$ cat config.mk
export PLATFORM = sky130hd
export DESIGN_NAME = idct_systolic_col_flat
export DESIGN_NICKNAME = d
export VERILOG_FILES = /design/src/rtl/idct_systolic_col_pkg.sv /design/src/rtl/idct_systolic_col_if.sv /design/src/rtl/idct_systolic_col_mac_stage.sv /design/src/rtl/idct_systolic_col.sv /design/src/flat_wrapper.sv
export SDC_FILE = /design/constraint.sdc
export NUM_CORES = 2
export LEC_CHECK = 0
export ABC_AREA = 1
export BUFFER_PORTS_ARGS = -buffer_cell sky130_fd_sc_hd__buf_2
export CORE_MARGIN = 8
export CORE_UTILIZATION = 45
export CTS_CLUSTER_DIAMETER = 40
export DETAILED_ROUTE_END_ITERATION = 10
export PLACE_DENSITY = 0.66
export SLEW_MARGIN = 25
export SYNTH_ARGS = -nofsm -noshare
export SYNTH_HDL_FRONTEND = slang
export SYNTH_SLANG_ARGS = --single-unit
export TNS_END_PERCENT = 10
$ cat constraint.sdc
create_clock -name clk -period 34 [get_ports clk]
set_clock_uncertainty 0.15 [all_clocks]
set_input_delay 1.7 -clock clk [delete_from_list [all_inputs] [get_ports clk]]
set_output_delay 1.7 -clock clk [all_outputs]
set_load 0.005 [all_outputs]
$ cat src/rtl/idct_systolic_col_pkg.sv
// Shared constants and width helpers for the systolic IDCT column engine.
// Holds HEVC basis coefficients, default coefficient vectors and accumulator sizing.
package idct_pkg;

   localparam int C64 = 64;
   localparam int C83 = 83;
   localparam int C36 = 36;
   localparam int C89 = 89;
   localparam int C75 = 75;
   localparam int C50 = 50;
   localparam int C18 = 18;

   // Lane 0 in the LSBs: lanes {64, -36, -64, 83}
   localparam logic [31:0] COEF_INIT_N4 = {8'(C83), 8'(-C64), 8'(-C36), 8'(C64)};

   // Odd basis row of the 8-point transform, lane 0 = 89
   localparam logic [63:0] COEF_INIT_N8 = {8'(-C89), 8'(-C75), 8'(-C50), 8'(-C18),
                                           8'(C18), 8'(C50), 8'(C75), 8'(C89)};

   function automatic int unsigned clog2(input int unsigned v);
      int unsigned r;
      r = 0;
      for (int unsigned i = 0; i < 32; i++) begin
         if ((32'd1 << i) < v) r = i + 1;
      end
      return r;
   endfunction

   function automatic int unsigned acc_width(input int unsigned dw, input int unsigned cw,
                                             input int unsigned n);
      return dw + cw + clog2(n);
   endfunction

endpackage

$ cat src/rtl/idct_systolic_col_if.sv
// Data, control and coefficient-write signals of the IDCT column engine.
// master drives vectors and control; slave is the engine.
interface idct_systolic_col_if
   import idct_pkg::*;
#(
   parameter int unsigned DW = 25,
   parameter int unsigned N  = 4,
   parameter int unsigned CW = 8,
   parameter int unsigned OW = 16,
   parameter int unsigned SW = 5
);
   localparam int unsigned IW = clog2(N);

   logic                 clr;
   logic                 stall;
   logic                 in_valid;
   logic [N*DW-1:0]      d_in;
   logic [SW-1:0]        shift;
   logic                 rnd_en;
   logic                 coef_we;
   logic [IW-1:0]        coef_idx;
   logic signed [CW-1:0] coef_wdata;
   logic signed [OW-1:0] d_out;
   logic                 out_valid;
   logic                 sat_flag;
   logic [N*DW-1:0]      d_fwd;
   logic                 fwd_valid;
   logic                 busy;

   modport master (
      output clr, stall, in_valid, d_in, shift, rnd_en, coef_we, coef_idx, coef_wdata,
      input  d_out, out_valid, sat_flag, d_fwd, fwd_valid, busy
   );

   modport slave (
      input  clr, stall, in_valid, d_in, shift, rnd_en, coef_we, coef_idx, coef_wdata,
      output d_out, out_valid, sat_flag, d_fwd, fwd_valid, busy
   );

endinterface

$ cat src/rtl/idct_systolic_col_mac_stage.sv
// One systolic lane: DLY-deep input skew line, multiply by the live coefficient,
// add the upstream partial sum and register it.
module idct_mac_stage #(
   parameter int unsigned DW  = 25,
   parameter int unsigned CW  = 8,
   parameter int unsigned AW  = 35,
   parameter int unsigned DLY = 0
) (
   input  logic                 clk,
   input  logic                 reset,
   input  logic                 stall,
   input  logic                 clr,
   input  logic signed [DW-1:0] x,
   input  logic signed [CW-1:0] coef,
   input  logic signed [AW-1:0] psum_in,
   output logic signed [AW-1:0] psum_out
);

   logic signed [DW-1:0]    x_dly;
   logic signed [DW+CW-1:0] prod;
   logic signed [AW-1:0]    psum_q;

   if (DLY == 0) begin : g_nodly
      assign x_dly = x;
   end else begin : g_dly
      logic signed [DW-1:0] dly_q [DLY];

      always_ff @(posedge clk or posedge reset) begin
         if (reset) begin
            for (int i = 0; i < DLY; i++) dly_q[i] <= '0;
         end else if (!stall) begin
            dly_q[0] <= x;
            for (int i = 1; i < DLY; i++) dly_q[i] <= dly_q[i-1];
         end
      end

      assign x_dly = dly_q[DLY-1];
   end

   assign prod = x_dly * coef;

   always_ff @(posedge clk or posedge reset) begin
      if (reset) begin
         psum_q <= '0;
      end else if (clr) begin
         psum_q <= '0;
      end else if (!stall) begin
         psum_q <= psum_in + {{(AW-DW-CW){prod[DW+CW-1]}}, prod};
      end
   end

   assign psum_out = psum_q;

endmodule

$ cat src/rtl/idct_systolic_col.sv
// N-tap IDCT column engine: skewed lanes feed a registered adder chain, then a
// round / arithmetic-shift / saturate output stage. Inputs are forwarded for chaining.
module idct_systolic_col
   import idct_pkg::*;
#(
   parameter int unsigned    DW        = 25,
   parameter int unsigned    N         = 4,
   parameter int unsigned    CW        = 8,
   parameter int unsigned    OW        = 16,
   parameter int unsigned    SW        = 5,
   parameter logic [N*CW-1:0] COEF_INIT = COEF_INIT_N4
) (
   input logic               clk,
   input logic               reset,
   idct_systolic_col_if.slave bus
);

   localparam int unsigned AW = acc_width(DW, CW, N);
   localparam int unsigned IW = clog2(N);

   localparam logic signed [AW:0] OMAX = {{(AW-OW+2){1'b0}}, {(OW-1){1'b1}}};
   localparam logic signed [AW:0] OMIN = {{(AW-OW+2){1'b1}}, {(OW-1){1'b0}}};

   logic signed [CW-1:0] coef_q [N];
   logic [N*DW-1:0]      d_fwd_q;
   logic                 fwd_valid_q;
   logic [SW-1:0]        sh_in_q;
   logic                 rnd_in_q;
   logic [N-1:0]         vld_q;
   logic [N-1:0]         rnd_q;
   logic [SW-1:0]        sh_q [N];
   logic signed [AW-1:0] psum [N];
   logic signed [OW-1:0] d_out_q;
   logic                 out_valid_q;
   logic                 sat_q;

   // Writes land regardless of stall/clr; out-of-range lanes match no entry
   always_ff @(posedge clk or posedge reset) begin
      if (reset) begin
         for (int k = 0; k < N; k++) coef_q[k] <= COEF_INIT[k*CW +: CW];
      end else if (bus.coef_we) begin
         for (int k = 0; k < N; k++) begin
            if (bus.coef_idx == IW'(k)) coef_q[k] <= bus.coef_wdata;
         end
      end
   end

   // Forward register doubles as the input capture stage of the pipeline
   always_ff @(posedge clk or posedge reset) begin
      if (reset) begin
         d_fwd_q     <= '0;
         fwd_valid_q <= 1'b0;
         sh_in_q     <= '0;
         rnd_in_q    <= 1'b0;
      end else if (bus.clr) begin
         fwd_valid_q <= 1'b0;
      end else if (!bus.stall) begin
         d_fwd_q     <= bus.d_in;
         fwd_valid_q <= bus.in_valid;
         sh_in_q     <= bus.shift;
         rnd_in_q    <= bus.rnd_en;
      end
   end

   always_ff @(posedge clk or posedge reset) begin
      if (reset) begin
         vld_q <= '0;
         rnd_q <= '0;
         for (int k = 0; k < N; k++) sh_q[k] <= '0;
      end else if (bus.clr) begin
         vld_q <= '0;
      end else if (!bus.stall) begin
         vld_q   <= {vld_q[N-2:0], fwd_valid_q};
         rnd_q   <= {rnd_q[N-2:0], rnd_in_q};
         sh_q[0] <= sh_in_q;
         for (int k = 1; k < N; k++) sh_q[k] <= sh_q[k-1];
      end
   end

   for (genvar k = 0; k < N; k++) begin : g_lane
      logic signed [AW-1:0] chain_in;

      if (k == 0) begin : g_first
         assign chain_in = '0;
      end else begin : g_next
         assign chain_in = psum[k-1];
      end

      idct_mac_stage #(
         .DW  (DW),
         .CW  (CW),
         .AW  (AW),
         .DLY (k)
      ) u_stage (
         .clk      (clk),
         .reset    (reset),
         .stall    (bus.stall),
         .clr      (bus.clr),
         .x        (d_fwd_q[k*DW +: DW]),
         .coef     (coef_q[k]),
         .psum_in  (chain_in),
         .psum_out (psum[k])
      );
   end

   logic signed [AW:0]   acc_ext;
   logic signed [AW:0]   rnd_add;
   logic signed [AW:0]   rounded;
   logic signed [AW:0]   shifted;
   logic signed [OW-1:0] res;
   logic                 res_sat;

   always_comb begin
      acc_ext = {psum[N-1][AW-1], psum[N-1]};
      rnd_add = '0;
      if (rnd_q[N-1] && (sh_q[N-1] != '0)) begin
         rnd_add = (AW+1)'(1) << (sh_q[N-1] - SW'(1));
      end
      rounded = acc_ext + rnd_add;
      shifted = rounded >>> sh_q[N-1];
      res     = shifted[OW-1:0];
      res_sat = 1'b0;
      if (shifted > OMAX) begin
         res     = OMAX[OW-1:0];
         res_sat = 1'b1;
      end else if (shifted < OMIN) begin
         res     = OMIN[OW-1:0];
         res_sat = 1'b1;
      end
   end

   // A stalled edge drops out_valid so the held result is not presented twice
   always_ff @(posedge clk or posedge reset) begin
      if (reset) begin
         d_out_q     <= '0;
         out_valid_q <= 1'b0;
         sat_q       <= 1'b0;
      end else if (bus.clr) begin
         d_out_q     <= '0;
         out_valid_q <= 1'b0;
         sat_q       <= 1'b0;
      end else if (bus.stall) begin
         out_valid_q <= 1'b0;
      end else begin
         out_valid_q <= vld_q[N-1];
         if (vld_q[N-1]) begin
            d_out_q <= res;
            sat_q   <= res_sat;
         end
      end
   end

   assign bus.d_out     = d_out_q;
   assign bus.out_valid = out_valid_q;
   assign bus.sat_flag  = sat_q;
   assign bus.d_fwd     = d_fwd_q;
   assign bus.fwd_valid = fwd_valid_q;
   assign bus.busy      = fwd_valid_q | (|vld_q);

endmodule

$ cat src/flat_wrapper.sv
// flat-port wrapper written by rule: the top's interface ports become plain ports
module idct_systolic_col_flat import idct_pkg::*;
#(
   parameter int unsigned    DW        = 25,
   parameter int unsigned    N         = 4,
   parameter int unsigned    CW        = 8,
   parameter int unsigned    OW        = 16,
   parameter int unsigned    SW        = 5,
   parameter logic [N*CW-1:0] COEF_INIT = COEF_INIT_N4
)
  (clk, reset, bus_clr, bus_stall, bus_in_valid, bus_d_in, bus_shift, bus_rnd_en, bus_coef_we, bus_coef_idx, bus_coef_wdata, bus_d_out, bus_out_valid, bus_sat_flag, bus_d_fwd, bus_fwd_valid, bus_busy);
  idct_systolic_col_if #(.DW(DW), .N(N), .CW(CW), .OW(OW), .SW(SW)) bus_i ();
  input logic clk;
  input logic reset;
  input wire logic [$bits(bus_i.clr)-1:0] bus_clr;
  input wire logic [$bits(bus_i.stall)-1:0] bus_stall;
  input wire logic [$bits(bus_i.in_valid)-1:0] bus_in_valid;
  input wire logic [$bits(bus_i.d_in)-1:0] bus_d_in;
  input wire logic [$bits(bus_i.shift)-1:0] bus_shift;
  input wire logic [$bits(bus_i.rnd_en)-1:0] bus_rnd_en;
  input wire logic [$bits(bus_i.coef_we)-1:0] bus_coef_we;
  input wire logic [$bits(bus_i.coef_idx)-1:0] bus_coef_idx;
  input wire logic [$bits(bus_i.coef_wdata)-1:0] bus_coef_wdata;
  output wire logic [$bits(bus_i.d_out)-1:0] bus_d_out;
  output wire logic [$bits(bus_i.out_valid)-1:0] bus_out_valid;
  output wire logic [$bits(bus_i.sat_flag)-1:0] bus_sat_flag;
  output wire logic [$bits(bus_i.d_fwd)-1:0] bus_d_fwd;
  output wire logic [$bits(bus_i.fwd_valid)-1:0] bus_fwd_valid;
  output wire logic [$bits(bus_i.busy)-1:0] bus_busy;
  assign bus_i.clr = bus_clr;
  assign bus_i.stall = bus_stall;
  assign bus_i.in_valid = bus_in_valid;
  assign bus_i.d_in = bus_d_in;
  assign bus_i.shift = bus_shift;
  assign bus_i.rnd_en = bus_rnd_en;
  assign bus_i.coef_we = bus_coef_we;
  assign bus_i.coef_idx = bus_coef_idx;
  assign bus_i.coef_wdata = bus_coef_wdata;
  assign bus_d_out = bus_i.d_out;
  assign bus_out_valid = bus_i.out_valid;
  assign bus_sat_flag = bus_i.sat_flag;
  assign bus_d_fwd = bus_i.d_fwd;
  assign bus_fwd_valid = bus_i.fwd_valid;
  assign bus_busy = bus_i.busy;
  idct_systolic_col #(.DW(DW), .N(N), .CW(CW), .OW(OW), .SW(SW), .COEF_INIT(COEF_INIT)) u_core (.clk(clk), .reset(reset), .bus(bus_i));
endmodule
==> flow_metrics.tcl <==
set metrics [dict create \
    synth_common_cells "2150 x nand2_1, 1768 x inv_1, 632 x fa_1, 467 x o21ai_0, 461 x dfrtp_1" \
    dp_cells 9049 \
    clockBufferDepth 3 \
    cap_violations 0 \
    synth_area_sq_um 55000 \
    place.gp.congestion 0.949 \
    tightest_slew_ns 0.962 \
    drc 0 \
    hold_depth 2 \
    finalCriticalPeriod_ns 7.90 \
    p_sw_w 0.00326 \
    rr_startpoint "u_core.coef_q[7]$_DFFE_PP0P_" \
    async_flop_share 1.00 \
    comb_power_share 0.711 \
    grt_pass1_wl_um 245000 \
    seqPwrFrac 0.136 \
    final.setup.worst_slack_ns 26.10 \
    overflow 0 \
    cts.clk_slew.worst_paths_ns 0.06 \
    avgSynthCellArea_sq_um 7.35 \
    power_w 0.00612 \
    worst_path_largest_cell_delay_ns 0.63 \
    ys_seq_area_frac 0.215 \
    p_leak_nw 34.2 \
    synthTopCellsByArea "fa_1 23%, dfrtp_1 21%, nand2_1 15%" \
    rsz0062_at_grt "no" \
    post-route-util 0.497 \
    power.density_nw_per_um2 101 \
    fillers 11910 \
    worst_setup_path_start_kind "flop" \
    layout.cells.non_filler 9222 \
    dp_hpwl_um 119000 \
    first_pass_iters 7 \
    cp_data_arrival_time_ns 8.27 \
    whs_endpoint "u_core.sh_q[19]$_DFFE_PP0P_" \
    fin_tns_setup_ns 0 \
    sw_frac_of_total 0.533 \
    ys_ff_latch 473 \
    yosysTopAreaCell "fa_1" \
    core_sq_um 122000 \
    worstRegToRegCells 33 \
    cts_resized 0 \
    tritoncts "done" \
    reg2reg_to "u_core.g_lane[3].u_stage.psum_out[32]$_DFFE_PP0P_" \
    die_y_um 366 \
    drt_iter0_markers 3053 \
    crit_top_cell "inv_1" \
    clkLatencyLatePin_ns 0.70 \
    crit_type "reg2reg" \
    drt-wirelength-per-cell_um 16.2 \
    hp-start "u_core.sh_q[19]$_DFFE_PP0P_" \
    post_cts_buffers 0 \
    synth_most_common_cell "nand2_1" \
    status "finished, final reports clean" \
    cp_slowest_cell "dfrtp_1" \
    setup_viol 0 \
    synth_warnings 0 \
    maxSlewHeadroom 0.359 \
    drive_gt1_frac 0.0694 \
    r2r_setup_slack_ns 26.10 \
    ioPinCount 242 \
    die_area_sq_um 134000 \
    cts-root-buf "clkbuf_16" \
    ys.flop_type "dfrtp_1" \
    detail-route-antenna-nets 0 \
    grt_use_total 0.225 \
    synthToLayoutAreaGrowth_pct 9.87 \
    die_x_um 366 \
    cts-buffers-inserted 92 \
    achievable-frequency_mhz 127 \
    num_vias 45996 \
    cts.sinks 473 \
    synth_top_area_frac 0.230 \
    end_kind "flop" \
    wirelength_um 149000 \
    internal_power_w 0.00286 \
    fin_crit_sh 0.232 \
    finalHoldViolCount 0 \
    start_util 0.453 \
    path_max_fanout 16 \
    grt_pass1_vias 47169 \
    postCtsHoldBufs 0 \
    post-place-ws_ns 26.26 \
    final_nets 8657 \
    synthDistinctLibCells 60 \
    holdCritPathClass "reg2reg" \
    crit_required_ns 34.37 \
    rows 128 \
    synth_edf_count 0 \
    grt_max_degree 159 \
    pwr-share-clk 0.153 \
    ir_drop_uv 72.3 \
    htreeDepth 3 \
    via_per_inst 4.99 \
    synth_nets 8618 \
    syn_inst 7479 \
    antenna_found_initial 8 \
    numPortBuffers 241 \
    slew_viol_final 0 \
]
-- per-stage QoR --
step	area, sq um	hold WS [ns]
after global placement	57200	0.304
after global routing	60400	0.340
after detailed placement	57200	0.306
after floorplan	55000	0.292
after CTS	60400	0.321
final	60400	0.319
-- state kept, by name (all words and copies together), names as in the netlist --
signal,flops
u_core.vld_q,4
u_core.bus.sat_flag,1
u_core.rnd_in_q,1
u_core.rnd_q,4
u_core.g_lane.u_stage.x_dly,50
u_core.sh_q,20
u_core.bus.d_fwd,100
u_core.sh_in_q,5
u_core.g_lane.u_stage.psum_out,138
u_core.bus.d_out,16
u_core.bus.out_valid,1
u_core.coef_q,32
u_core.g_lane.u_stage.g_dly.dly_q,100
u_core.bus.fwd_valid,1
-- routing by layer --
metal / part of all wire / track usage
met5: 0.000087 / 0
met4: 0.035 / 0.0761
met3: 0.048 / 0.0322
met2: 0.49 / 0.387
met1: 0.43 / 0.291
-- placed cells by master, fill, tap and decap left out, types with 22 or more instances in the layout --
cell type,instances
nand2_1,2150
a21oi_1,285
o31ai_1,36
inv_1,1766
nand3_1,222
clkbuf_16,94
xor2_1,96
buf_4,34
o21ai_1,23
buf_2,240
dfrtp_1,457
ha_1,385
nor2_1,286
fa_1,632
o21ai_0,467
or2_2,22
xnor2_1,62
-- critical path: cells and delay by family (launching register included) --
family	cells	cell delay [ns]
AO/OA/AOI/OAI	12	2.26
XOR/XNOR	1	0.13
adder cells (fa/ha/maj)	6	2.83
buffers and inverters	5	0.59
flip-flops	1	0.63
AND/OR/NAND/NOR	9	1.12
-- power groups by stage --
stage                     Clock [W]  Combinational [W]  Sequential, W
after global placement            0            0.00427       0.000832
after global routing       0.000983            0.00495       0.000843
after floorplan                   0            0.00329       0.000724
after CTS                  0.000959            0.00436       0.000827
final                      0.000937            0.00435       0.000829
after detailed placement          0            0.00432       0.000834
-- kinds of logic (layout without fill, tap and decap cells) --
| logic type | after synthesis | after routing | share of synthesized area |
|---|---|---|---|
| and+or+nand+nor | 2762 | 2762 | 0.199 |
| other | 1 | 4 | 0.0000682 |
| xor gates and xnor gates | 158 | 158 | 0.0252 |
| DFF | 473 | 473 | 0.215 |
| muxes | 2 | 2 | 0.000364 |
| adders and majority gates | 1017 | 1017 | 0.318 |
| buffers and inverters | 2105 | 2220 | 0.146 |
| AOI/OAI and AO/OA | 961 | 961 | 0.0963 |
-- how the worst max path moves through the flow --
stage | startpoint | end | slack (ns) | depth (start not counted)
3_3_place_gp | u_core.coef_q[7]$_DFFE_PP0P_ | u_core.g_lane[3].u_stage.psum_out[32]$_DFFE_PP0P_ | 26.54 | 33
2_1_floorplan | reset | u_core.bus.d_fwd[0]$_DFFE_PP0P_ | 18.98 | 1
5_1_grt | u_core.coef_q[7]$_DFFE_PP0P_ | u_core.g_lane[3].u_stage.psum_out[32]$_DFFE_PP0P_ | 25.53 | 33
4_1_cts | u_core.coef_q[7]$_DFFE_PP0P_ | u_core.g_lane[3].u_stage.psum_out[32]$_DFFE_PP0P_ | 26.21 | 33
6_report | u_core.coef_q[7]$_DFFE_PP0P_ | u_core.g_lane[3].u_stage.psum_out[32]$_DFFE_PP0P_ | 26.10 | 33
3_5_place_dp | u_core.coef_q[7]$_DFFE_PP0P_ | u_core.g_lane[3].u_stage.psum_out[32]$_DFFE_PP0P_ | 26.26 | 33
-- area by class of cell --
| cell class | count | area, sq um | share of cell area |
|---|---|---|---|
| Timing Repair Buffer | 278 | 1510 | 0.0250 |
| Sequential cell | 473 | 11900 | 0.196 |
| Antenna cell | 3 | 7.51 | 0.000124 |
| Tap cell | 1625 | 2030 | 0.0336 |
| Clock buffer | 103 | 2440 | 0.0403 |
| Inverter | 1772 | 6660 | 0.110 |
| Multi-Input combinational cell | 4901 | 35100 | 0.582 |
| Clock inverter | 67 | 787 | 0.0130 |
(Power assumes the default switching activity.)
